File: src/rtl/regfile_wb_arbiter_if.sv
// rtl/regfile_wb_arbiter_if.sv - writeback arbiter bus bundle; forwarding ports under REGFILE_WB_FWD_EN
interface regfile_wb_arbiter_if #(
  parameter int DATA_W = 32,
  parameter int ADDR_W = 5
);
  logic                   in0_valid;
  logic [ADDR_W-1:0]      in0_addr;
  logic [DATA_W-1:0]      in0_data;
  logic                   in0_ready;
  logic                   in1_valid;
  logic [ADDR_W-1:0]      in1_addr;
  logic [DATA_W-1:0]      in1_data;
  logic                   in1_ready;
  logic                   rf_we;
  logic [ADDR_W-1:0]      rf_waddr;
  logic [DATA_W-1:0]      rf_wdata;
  logic [2**ADDR_W-1:0]   pend_mask;
  logic                   idle;
`ifdef REGFILE_WB_FWD_EN
  logic [ADDR_W-1:0]      fwd_raddr1;
  logic [ADDR_W-1:0]      fwd_raddr2;
  logic                   fwd_hit1;
  logic                   fwd_hit2;
  logic [DATA_W-1:0]      fwd_data1;
  logic [DATA_W-1:0]      fwd_data2;
`endif

  // Arbiter side
  modport slave (
`ifdef REGFILE_WB_FWD_EN
    input  fwd_raddr1, fwd_raddr2,
    output fwd_hit1, fwd_hit2, fwd_data1, fwd_data2,
`endif
    input  in0_valid, in0_addr, in0_data, in1_valid, in1_addr, in1_data,
    output in0_ready, in1_ready, rf_we, rf_waddr, rf_wdata, pend_mask, idle
  );

  // Requester / register-file side
  modport master (
`ifdef REGFILE_WB_FWD_EN
    output fwd_raddr1, fwd_raddr2,
    input  fwd_hit1, fwd_hit2, fwd_data1, fwd_data2,
`endif
    output in0_valid, in0_addr, in0_data, in1_valid, in1_addr, in1_data,
    input  in0_ready, in1_ready, rf_we, rf_waddr, rf_wdata, pend_mask, idle
  );
endinterface

File: src/rtl/regfile_wb_arbiter.sv
// rtl/regfile_wb_arbiter.sv - two-requester register-file writeback arbiter; optional forwarding via REGFILE_WB_FWD_EN
module regfile_wb_arbiter #(
  parameter int DATA_W = 32,
  parameter int ADDR_W = 5
) (
  input logic               clk,
  input logic               rst,
  regfile_wb_arbiter_if.slave bus
);
  localparam int NREG = 2**ADDR_W;
  localparam logic [ADDR_W-1:0] X0 = '0;

  logic              buf0_valid, buf1_valid;
  logic [ADDR_W-1:0] buf0_addr, buf1_addr;
  logic [DATA_W-1:0] buf0_data, buf1_data;
  logic              age;     // 1: buffer 1 holds the older entry
  logic              rr;      // tie-break pointer for same-edge loads
  logic [NREG-1:0]   pend_q;

  logic              grant0, grant1, take0, take1;
  logic              next0_valid, next1_valid;
  logic [ADDR_W-1:0] next0_addr, next1_addr;
  logic [NREG-1:0]   pend_d;
  logic [ADDR_W-1:0] sel_addr;
  logic [DATA_W-1:0] sel_data;
  logic              we;

  // Grant depends only on buffer state: a lone entry wins, otherwise the older one.
  always_comb begin
    grant0 = buf0_valid && (!buf1_valid || !age);
    grant1 = buf1_valid && (!buf0_valid || age);
  end

  assign bus.in0_ready = !buf0_valid || grant0;
  assign bus.in1_ready = !buf1_valid || grant1;
  assign take0 = bus.in0_valid && bus.in0_ready;
  assign take1 = bus.in1_valid && bus.in1_ready;

  // Post-edge buffer contents, used to precompute the registered pending mask.
  always_comb begin
    next0_valid = take0 || (buf0_valid && !grant0);
    next1_valid = take1 || (buf1_valid && !grant1);
    next0_addr  = take0 ? bus.in0_addr : buf0_addr;
    next1_addr  = take1 ? bus.in1_addr : buf1_addr;
    pend_d = '0;
    if (next0_valid && next0_addr != X0) pend_d[next0_addr] = 1'b1;
    if (next1_valid && next1_addr != X0) pend_d[next1_addr] = 1'b1;
  end

  // Buffer load/drain, age tracking and tie-break pointer update.
  always_ff @(posedge clk) begin
    if (rst) begin
      buf0_valid <= 1'b0;
      buf1_valid <= 1'b0;
      buf0_addr  <= '0;
      buf1_addr  <= '0;
      buf0_data  <= '0;
      buf1_data  <= '0;
      age        <= 1'b0;
      rr         <= 1'b0;
      pend_q     <= '0;
    end else begin
      buf0_valid <= next0_valid;
      buf1_valid <= next1_valid;
      if (take0) begin
        buf0_addr <= bus.in0_addr;
        buf0_data <= bus.in0_data;
      end
      if (take1) begin
        buf1_addr <= bus.in1_addr;
        buf1_data <= bus.in1_data;
      end
      // A fresh load is younger than whatever the other buffer still holds.
      if (take0 && take1) begin
        age <= rr;
        rr  <= !rr;
      end else if (take0) begin
        age <= 1'b1;
      end else if (take1) begin
        age <= 1'b0;
      end
      pend_q <= pend_d;
    end
  end

  // Granted entry drives the write port; x0 targets and the reset cycle write nothing.
  always_comb begin
    sel_addr = grant1 ? buf1_addr : buf0_addr;
    sel_data = grant1 ? buf1_data : buf0_data;
    we       = !rst && (grant0 || grant1) && (sel_addr != X0);
  end

  assign bus.rf_we     = we;
  assign bus.rf_waddr  = we ? sel_addr : '0;
  assign bus.rf_wdata  = we ? sel_data : '0;
  assign bus.pend_mask = pend_q;
  assign bus.idle      = !buf0_valid && !buf1_valid;

`ifdef REGFILE_WB_FWD_EN
  // Returns {hit, data}; when both buffers match, the younger entry's data wins.
  function automatic logic [DATA_W:0] fwd_lookup(input logic [ADDR_W-1:0] raddr);
    logic m0, m1;
    m0 = buf0_valid && (buf0_addr != X0) && (buf0_addr == raddr);
    m1 = buf1_valid && (buf1_addr != X0) && (buf1_addr == raddr);
    if (m0 && m1)  fwd_lookup = {1'b1, age ? buf0_data : buf1_data};
    else if (m0)   fwd_lookup = {1'b1, buf0_data};
    else if (m1)   fwd_lookup = {1'b1, buf1_data};
    else           fwd_lookup = '0;
  endfunction

  assign {bus.fwd_hit1, bus.fwd_data1} = fwd_lookup(bus.fwd_raddr1);
  assign {bus.fwd_hit2, bus.fwd_data2} = fwd_lookup(bus.fwd_raddr2);
`endif
endmodule
File: src/flat_wrapper.sv
// flat-port wrapper written by rule: the top's interface ports become plain ports
module regfile_wb_arbiter_flat 
#(
  parameter int DATA_W = 32,
  parameter int ADDR_W = 5
)
  (clk, rst, bus_in0_valid, bus_in0_addr, bus_in0_data, bus_in1_valid, bus_in1_addr, bus_in1_data, bus_in0_ready, bus_in1_ready, bus_rf_we, bus_rf_waddr, bus_rf_wdata, bus_pend_mask, bus_idle);
  regfile_wb_arbiter_if #(.DATA_W(DATA_W), .ADDR_W(ADDR_W)) bus_i ();
  input logic clk;
  input logic rst;
  input wire logic [$bits(bus_i.in0_valid)-1:0] bus_in0_valid;
  input wire logic [$bits(bus_i.in0_addr)-1:0] bus_in0_addr;
  input wire logic [$bits(bus_i.in0_data)-1:0] bus_in0_data;
  input wire logic [$bits(bus_i.in1_valid)-1:0] bus_in1_valid;
  input wire logic [$bits(bus_i.in1_addr)-1:0] bus_in1_addr;
  input wire logic [$bits(bus_i.in1_data)-1:0] bus_in1_data;
  output wire logic [$bits(bus_i.in0_ready)-1:0] bus_in0_ready;
  output wire logic [$bits(bus_i.in1_ready)-1:0] bus_in1_ready;
  output wire logic [$bits(bus_i.rf_we)-1:0] bus_rf_we;
  output wire logic [$bits(bus_i.rf_waddr)-1:0] bus_rf_waddr;
  output wire logic [$bits(bus_i.rf_wdata)-1:0] bus_rf_wdata;
  output wire logic [$bits(bus_i.pend_mask)-1:0] bus_pend_mask;
  output wire logic [$bits(bus_i.idle)-1:0] bus_idle;
  assign bus_i.in0_valid = bus_in0_valid;
  assign bus_i.in0_addr = bus_in0_addr;
  assign bus_i.in0_data = bus_in0_data;
  assign bus_i.in1_valid = bus_in1_valid;
  assign bus_i.in1_addr = bus_in1_addr;
  assign bus_i.in1_data = bus_in1_data;
  assign bus_in0_ready = bus_i.in0_ready;
  assign bus_in1_ready = bus_i.in1_ready;
  assign bus_rf_we = bus_i.rf_we;
  assign bus_rf_waddr = bus_i.rf_waddr;
  assign bus_rf_wdata = bus_i.rf_wdata;
  assign bus_pend_mask = bus_i.pend_mask;
  assign bus_idle = bus_i.idle;
  regfile_wb_arbiter #(.DATA_W(DATA_W), .ADDR_W(ADDR_W)) u_core (.clk(clk), .rst(rst), .bus(bus_i));
endmodule
File: config.mk
export PLATFORM = sky130hd
export DESIGN_NAME = regfile_wb_arbiter_flat
export DESIGN_NICKNAME = d
export VERILOG_FILES = /design/src/rtl/regfile_wb_arbiter_if.sv /design/src/rtl/regfile_wb_arbiter.sv /design/src/flat_wrapper.sv
export SDC_FILE = /design/constraint.sdc
export NUM_CORES = 1
export LEC_CHECK = 0
export ABC_AREA = 1
export CAP_MARGIN = 10
export CORE_MARGIN = 2
export CORE_UTILIZATION = 52
export CTS_CLUSTER_SIZE = 16
export DETAILED_ROUTE_END_ITERATION = 10
export GPL_ROUTABILITY_DRIVEN = 1
export PLACE_DENSITY = 0.89
export SYNTH_ARGS = -nofsm -noshare
export SYNTH_HDL_FRONTEND = slang
export SYNTH_SLANG_ARGS = --single-unit
export TNS_END_PERCENT = 1
File: constraint.sdc
create_clock -name clk -period 5.1 [get_ports clk]
set_input_delay 1.275 -clock clk [delete_from_list [all_inputs] [get_ports clk]]
set_output_delay 1.275 -clock clk [all_outputs]
set_load 0.005 [all_outputs]
==> results of run 1 <==
-- routing by layer --
layer | global-route usage | up-vias | wire, um
li1 | - | 2509 | -
met1 | 0.294 | 2319 | 5890
met2 | 0.424 | 165 | 6710
met3 | 0.0383 | 28 | 722
met4 | 0.0983 | 0 | 347
met5 | 0 | - | 0
-- cell usage after synthesis, drive strengths merged --
cell type	number	area share
a21oi	31	0.028
dfxtp	110	0.40
o21a	1	0.0027
nand3	47	0.047
a31oi	1	0.0039
o21ai	74	0.071
nor3	5	0.015
xnor2	1	0.0016
clkbuf	24	0.016
nand4	1	0.0011
conb	1	0.00068
nor2	207	0.18
nand2	94	0.083
buf	13	0.024
mux2	32	0.066
inv	72	0.050
nand3b	3	0.0041
-- flip-flops by register name (all words and copies together), names as in the netlist --
register and count:
u_core.buf1_data 32, u_core.age 1, u_core.buf0_addr 5, u_core.rr 1, u_core.buf0_data 32, u_core.buf1_addr 5
u_core.buf0_valid 1, u_core.bus.pend_mask 32, u_core.buf1_valid 1
-- worst max-delay path: cells and delay by family --
| kind | cells | cell delay (ns) |
|---|---|---|
| AOI/OAI and AO/OA | 2 | 0.29 |
| buffers and inverters | 4 | 1.76 |
| and+or+nand+nor | 1 | 0.08 |
-- where the power goes --
part           total (mW)  internal [mW]  switching [mW]
logic               0.374          0.166           0.207
registers           0.933          0.907          0.0254
clock network       0.534          0.204           0.329
-- layout make-up --
cell class	instances	area, um2
repair buffers	154	1530
fillers	796	3110
well taps	136	170
inverters	72	275
clock buffers	10	138
multi-input cells	498	2790
flip-flops and latches	110	2200
clock inverters	6	62.6
-- kinds of logic (layout without fill, tap and decap cells) --
kind of cell    after synthesis  count (layout)  share of synthesized area
flops                       110             110                      0.401
mux                          32              32                     0.0656
simple gates                357             357                      0.335
buf+inv                     109             242                     0.0907
xor+xnor                      1               1                    0.00159
other cells                   1               1                   0.000683
compound gates              107             107                      0.106
-- how the worst min path moves through the flow --
stage / slack (ns) / cells past startpoint / from / endpoint
finish: 0.49 / 2 / u_core.buf1_data[30] / u_core.buf1_data[30]
global route: 0.51 / 2 / u_core.buf1_data[13] / u_core.buf1_data[13]
CTS: 0.49 / 2 / u_core.buf1_data[13] / u_core.buf1_data[13]
detailed placement: 0.47 / 2 / u_core.buf1_data[13] / u_core.buf1_data[13]
global placement: 0.46 / 2 / u_core.buf0_data[9] / u_core.buf0_data[9]
floorplan: 0.45 / 2 / u_core.buf0_data[0] / u_core.buf0_data[0]
-- cells in the final DEF, fill, tap and decap left out, drive strengths merged --
cell and n:
nand3b 3, nand2 94, nor3 5, a31oi 1, inv 75, buf 4
nand3 47, nand4 1, xnor2 1, clkdlybuf4s50 150, o21ai 74, clkinv 3
a21oi 31, conb 1, clkbuf 10, dfxtp 110, nor2 207, mux2 32
o21a 1
-- metrics by stage --
stage / cell area, um2 / std cells / power (mW)
finish: 7170 / 986 / 1.84
global route: 7170 / 986 / 1.93
CTS: 7170 / 986 / 1.85
detailed placement: 6970 / 970 / 1.32
global placement: 6970 / 970 / 1.32
floorplan: 5490 / 717 / 1.20
==> key figures, run 1 <==
Run status
  • Status: finished, final reports clean

Synth
  • Unique masters post-synth: 31
  • Seq cells post-synth: 110
  • Sequential share of the synthesized area: 0.401
  • Post-Syn Nets: 795
  • Post-Syn Area: 5490 um2
  • Yosys warnings: 0
  • Avg Cell Area, Syn: 7.66 um2
  • Syn Inst Count: 717

Detailed routing
  • DRT iter0 DRCs: 266
  • Vias per cell: 5.09
  • Post-route ant nets: 0
  • Drt first pass iters: 5
  • Final WL: 13700 um
  • WL/cell: 13.9 um
  • Via count: 5021
  • Residual DRC count: 0

CTS
  • Worst-path clk slew: 0.10 ns
  • TritonCTS buffer count: 9
  • Clock root buffer master: clkbuf_8
  • Longest Clk Path Bufs: 2
  • Hold_buf cts: 0
  • H-tree levels: 3
  • Resized cells post-CTS: 0
  • Post-CTS setup buffers: 0
  • Clk_lat worst skew: 0.38 ns
  • CTS sink cnt: 110
  • CTS tree: done

Power
  • Peak VDD IR: 0.142 mV
  • P per Cell Area: 257 nW/um2
  • Static leakage: 2.84 nW

Floorplanning
  • Die Wd: 107 um
  • Ports: 151
  • Die H: 107 um
  • Die Area: 11400 um2
  • Core area: 10300 um2
  • Initial Util: 0.534
  • Rows: 37

Timing
  • Final count of negative-setup-slack endpoints: 0
  • Final Skew: 0.0125 ns
  • Final hold violation count: 0
  • Slew HR: 0.396
  • Fmax: 212 MHz
  • Worst Slack Setup Final: 0.379 ns
  • Hold WS: 0.489 ns
  • Post-route setup TNS: 0 ns
  • RSZ-0062 raised after global routing: false
  • Period utilization: 0.926
  • Slew @ Worst Pin: 0.905 ns
  • Max Slew Vio Count: 0
  • Period minus WS final: 4.72 ns

Critical path
  • Reg2Reg Launch Point: u_core.buf1_valid
  • Max Fanout on Critical Path: 35
  • Worst reg2reg setup slack: 2.84 ns
  • Worst Path Arrival: 3.45 ns
  • Critical Path, Cell by Cell: clkdlybuf4s50_1 -> inv_1 -> o21ai_0 -> a31oi_4 -> inv_4 -> nor2_1 -> clkdlybuf4s50_1
  • Crit start category: input port
  • Slowest CP cell: inv_4
  • Crit path top cell by count: clkdlybuf4s50_1
  • Crit path required time: 3.83 ns
  • Worst Setup SP: rst
  • Crit Path Class: in -> out
  • RR Endpoint: u_core.bus.pend_mask[27]
  • Critical path capture point: bus_rf_wdata[2]
  • CP Capture Type: output port
  • Max stage delay on crit path: 0.66 ns
  • R2r worst-path depth: 9

Global routing
  • Vias in the first global route: 4683
  • Global-route wire length before repair: 22100 um
  • GR Overflow Total: 0
  • Antenna violations before repair: 0
  • Total track usage: 0.241
  • Largest net degree at the start of global routing: 67

Placed design
  • Hpwl dp: 9350 um
  • Post-Place Worst Slack: 0.412 ns
  • Final Wtd Congestion: 0.910
  • PortBufs: 150

Cells and area
  • Diodes inserted: 0
  • Post-Route Utilization: 0.698
  • Area grow syn2layout: 30.6%
  • Final net count: 923
  • Layout cells sized above 1: 0.154

Job
  • Max_cap viols: 0

Hold path
  • Worst min-delay path class: reg -> reg
(Power assumes the default switching activity.)
==> run 2: changes to the inputs <==
- CORE_UTILIZATION: 52 -> 49
- PLACE_DENSITY: 0.89 -> 0.85
- clock period: 5.1 -> 5.35 ns (I/O delays scaled with it)
==> key figures, run 2 (synthesis results as in run 1) <==
Global routing
  • Vias in the first global route: 4604 (was 4683)
  • GR Overflow Total: 0 (unchanged)
  • Total track usage: 0.227 (was 0.241)
  • Antenna violations before repair: 0 (unchanged)
  • Largest net degree at the start of global routing: 67 (unchanged)
  • Global-route wire length before repair: 21400 um (was 22100 um)

Cells and area
  • Area grow syn2layout: 30.6% (about the same)
  • Final net count: 923 (unchanged)
  • Commonest non-fill, non-tap cell in the layout: nor2_1 (unchanged)
  • Register area: 2200 um2 (unchanged)
  • Multi-input gate area: 2790 um2 (unchanged)
  • Diodes inserted: 0 (unchanged)
  • Fill cell count: 919 (was 796)
  • Most frequent cells in the layout: nor2_1 (174), clkdlybuf4s50_1 (150), dfxtp_1 (110) (unchanged)
  • Post-Route Utilization: 0.659 (was 0.698)
  • Post-route cell area: 7180 um2 (was 7170 um2)
  • Layout cells sized above 1: 0.154 (unchanged)

Detailed routing
  • Post-route ant nets: 0 (unchanged)
  • DRT iter0 DRCs: 274 (was 266)
  • Vias per cell: 5.07 (was 5.09)
  • Via count: 5020 (was 5021)
  • Final WL: 13700 um (about the same)
  • Drt first pass iters: 5 (unchanged)
  • WL/cell: 13.8 um (was 13.9 um)
  • Residual DRC count: 0 (unchanged)

CTS
  • TritonCTS buffer count: 9 (unchanged)
  • Clk_lat worst skew: 0.38 ns (about the same)
  • CTS tree: done (unchanged)
  • Worst-path clk slew: 0.09 ns (was 0.10 ns)
  • Longest Clk Path Bufs: 2 (unchanged)
  • Resized cells post-CTS: 0 (unchanged)
  • CTS sink cnt: 110 (unchanged)
  • H-tree levels: 3 (unchanged)
  • Hold_buf cts: 0 (unchanged)
  • Post-CTS setup buffers: 0 (unchanged)
  • Clock root buffer master: clkbuf_8 (unchanged)

Timing
  • Period minus WS final: 4.83 ns
  • Final count of negative-setup-slack endpoints: 0 (unchanged)
  • Period utilization: 0.902
  • Fmax: 207 MHz
  • Slew @ Worst Pin: 0.910 ns (was 0.905 ns)
  • RSZ-0062 raised after global routing: false (unchanged)
  • Final hold violation count: 0 (unchanged)
  • Slew HR: 0.393 (was 0.396)
  • Max Slew Vio Count: 0 (unchanged)
  • Hold WS: 0.490 ns (was 0.489 ns)
  • Post-route setup TNS: 0 ns (unchanged)
  • Final Skew: 0.0180 ns (was 0.0125 ns)

Critical path
  • Crit path top cell by count: clkdlybuf4s50_1 (unchanged)
  • Slowest CP cell: inv_4 (unchanged)
  • Crit path required time: 4.01 ns (was 3.83 ns)
  • Reg2Reg Launch Point: u_core.buf1_valid (unchanged)
  • Worst Path Arrival: 3.49 ns (was 3.45 ns)
  • Worst reg2reg setup slack: 3.17 ns (was 2.84 ns)
  • RR Endpoint: u_core.bus.pend_mask[3] (was u_core.bus.pend_mask[27])
  • Critical Path, Cell by Cell: clkdlybuf4s50_1 -> inv_1 -> o21ai_0 -> a31oi_4 -> inv_4 -> nor2_1 -> clkdlybuf4s50_1 (unchanged)
  • Crit Path Class: in -> out (unchanged)
  • R2r worst-path depth: 9 (unchanged)
  • Worst Setup SP: rst (unchanged)
  • Max Fanout on Critical Path: 35 (unchanged)
  • Critical path capture point: bus_rf_wdata[1] (was bus_rf_wdata[2])
  • CP Capture Type: output port (unchanged)
  • Crit start category: input port (unchanged)
  • Max stage delay on crit path: 0.66 ns (about the same)

Floorplanning
  • Initial Util: 0.504 (was 0.534)
  • Ports: 151 (unchanged)
  • Rows: 38 (was 37)
  • Core area: 10900 um2 (was 10300 um2)
  • Die Area: 12100 um2 (was 11400 um2)
  • Die Wd: 110 um (was 107 um)
  • Die H: 110 um (was 107 um)

Hold path
  • HP Start: u_core.buf1_data[2] (was u_core.buf1_data[30])
  • Worst min-delay path class: reg -> reg (unchanged)
  • Worst hold stages: 2 (unchanged)

Job
  • Max_cap viols: 0 (unchanged)

Power
  • Static leakage: 2.84 nW (about the same)
  • P per Cell Area: 243 nW/um2 (was 257 nW/um2)
  • Peak VDD IR: 0.180 mV (was 0.142 mV)

Run status
  • Status: finished, final reports clean (unchanged)

Placed design
  • Final Wtd Congestion: 0.935 (was 0.910)
  • PortBufs: 150 (unchanged)
  • Hpwl dp: 9530 um (was 9350 um)
  • DP Area: 6980 um2 (was 6970 um2)
==> run 2: per-layer routing <==
layer	vias to the layer above	part of all wire	global-route usage
li1	2509	-	-
met1	2282	0.42	0.274
met2	196	0.48	0.398
met3	33	0.073	0.0391
met4	0	0.031	0.0931
met5	-	0	0
==> run 2: where the power goes <==
part           switching, mW  leakage [nW]  internal [mW]
clock network          0.303        0.0986          0.195
logic                  0.198          1.83          0.159
registers             0.0243         0.907          0.865
total                  0.525          2.84           1.22
==> run 2: stage by stage <==
step           std cells  power (mW)  setup WS [ns]
6_report             990        1.74          0.522
5_1_grt              990        1.84          0.368
4_1_cts              990        1.76          0.522
3_5_place_dp         974        1.26          0.530
3_3_place_gp         974        1.26          0.578
2_1_floorplan        717        1.14           1.70
==> run 2: layout make-up <==
class                   count  share of cell area
flip-flops and latches    110               0.307
well taps                 140              0.0244
repair buffers            154               0.213
inverters                  72              0.0384
clock inverters             6             0.00854
multi-input cells         498               0.389
clock buffers              10              0.0192
==> run 2: how the worst min path moves through the flow <==
stage	endpoint	slack, ns
6_report	u_core.buf1_data[2]	0.49
5_1_grt	u_core.buf0_data[0]	0.51
4_1_cts	u_core.buf0_data[0]	0.49
3_5_place_dp	u_core.buf0_data[0]	0.47
3_3_place_gp	u_core.buf0_data[11]	0.46
2_1_floorplan	u_core.buf0_data[0]	0.45
==> run 2: critical path, delay by kind of cell <==
kind	cells	cell delay, ns
AO/OA/AOI/OAI	2	0.28
buffers and inverters	4	1.72
AND/OR/NAND/NOR	1	0.09
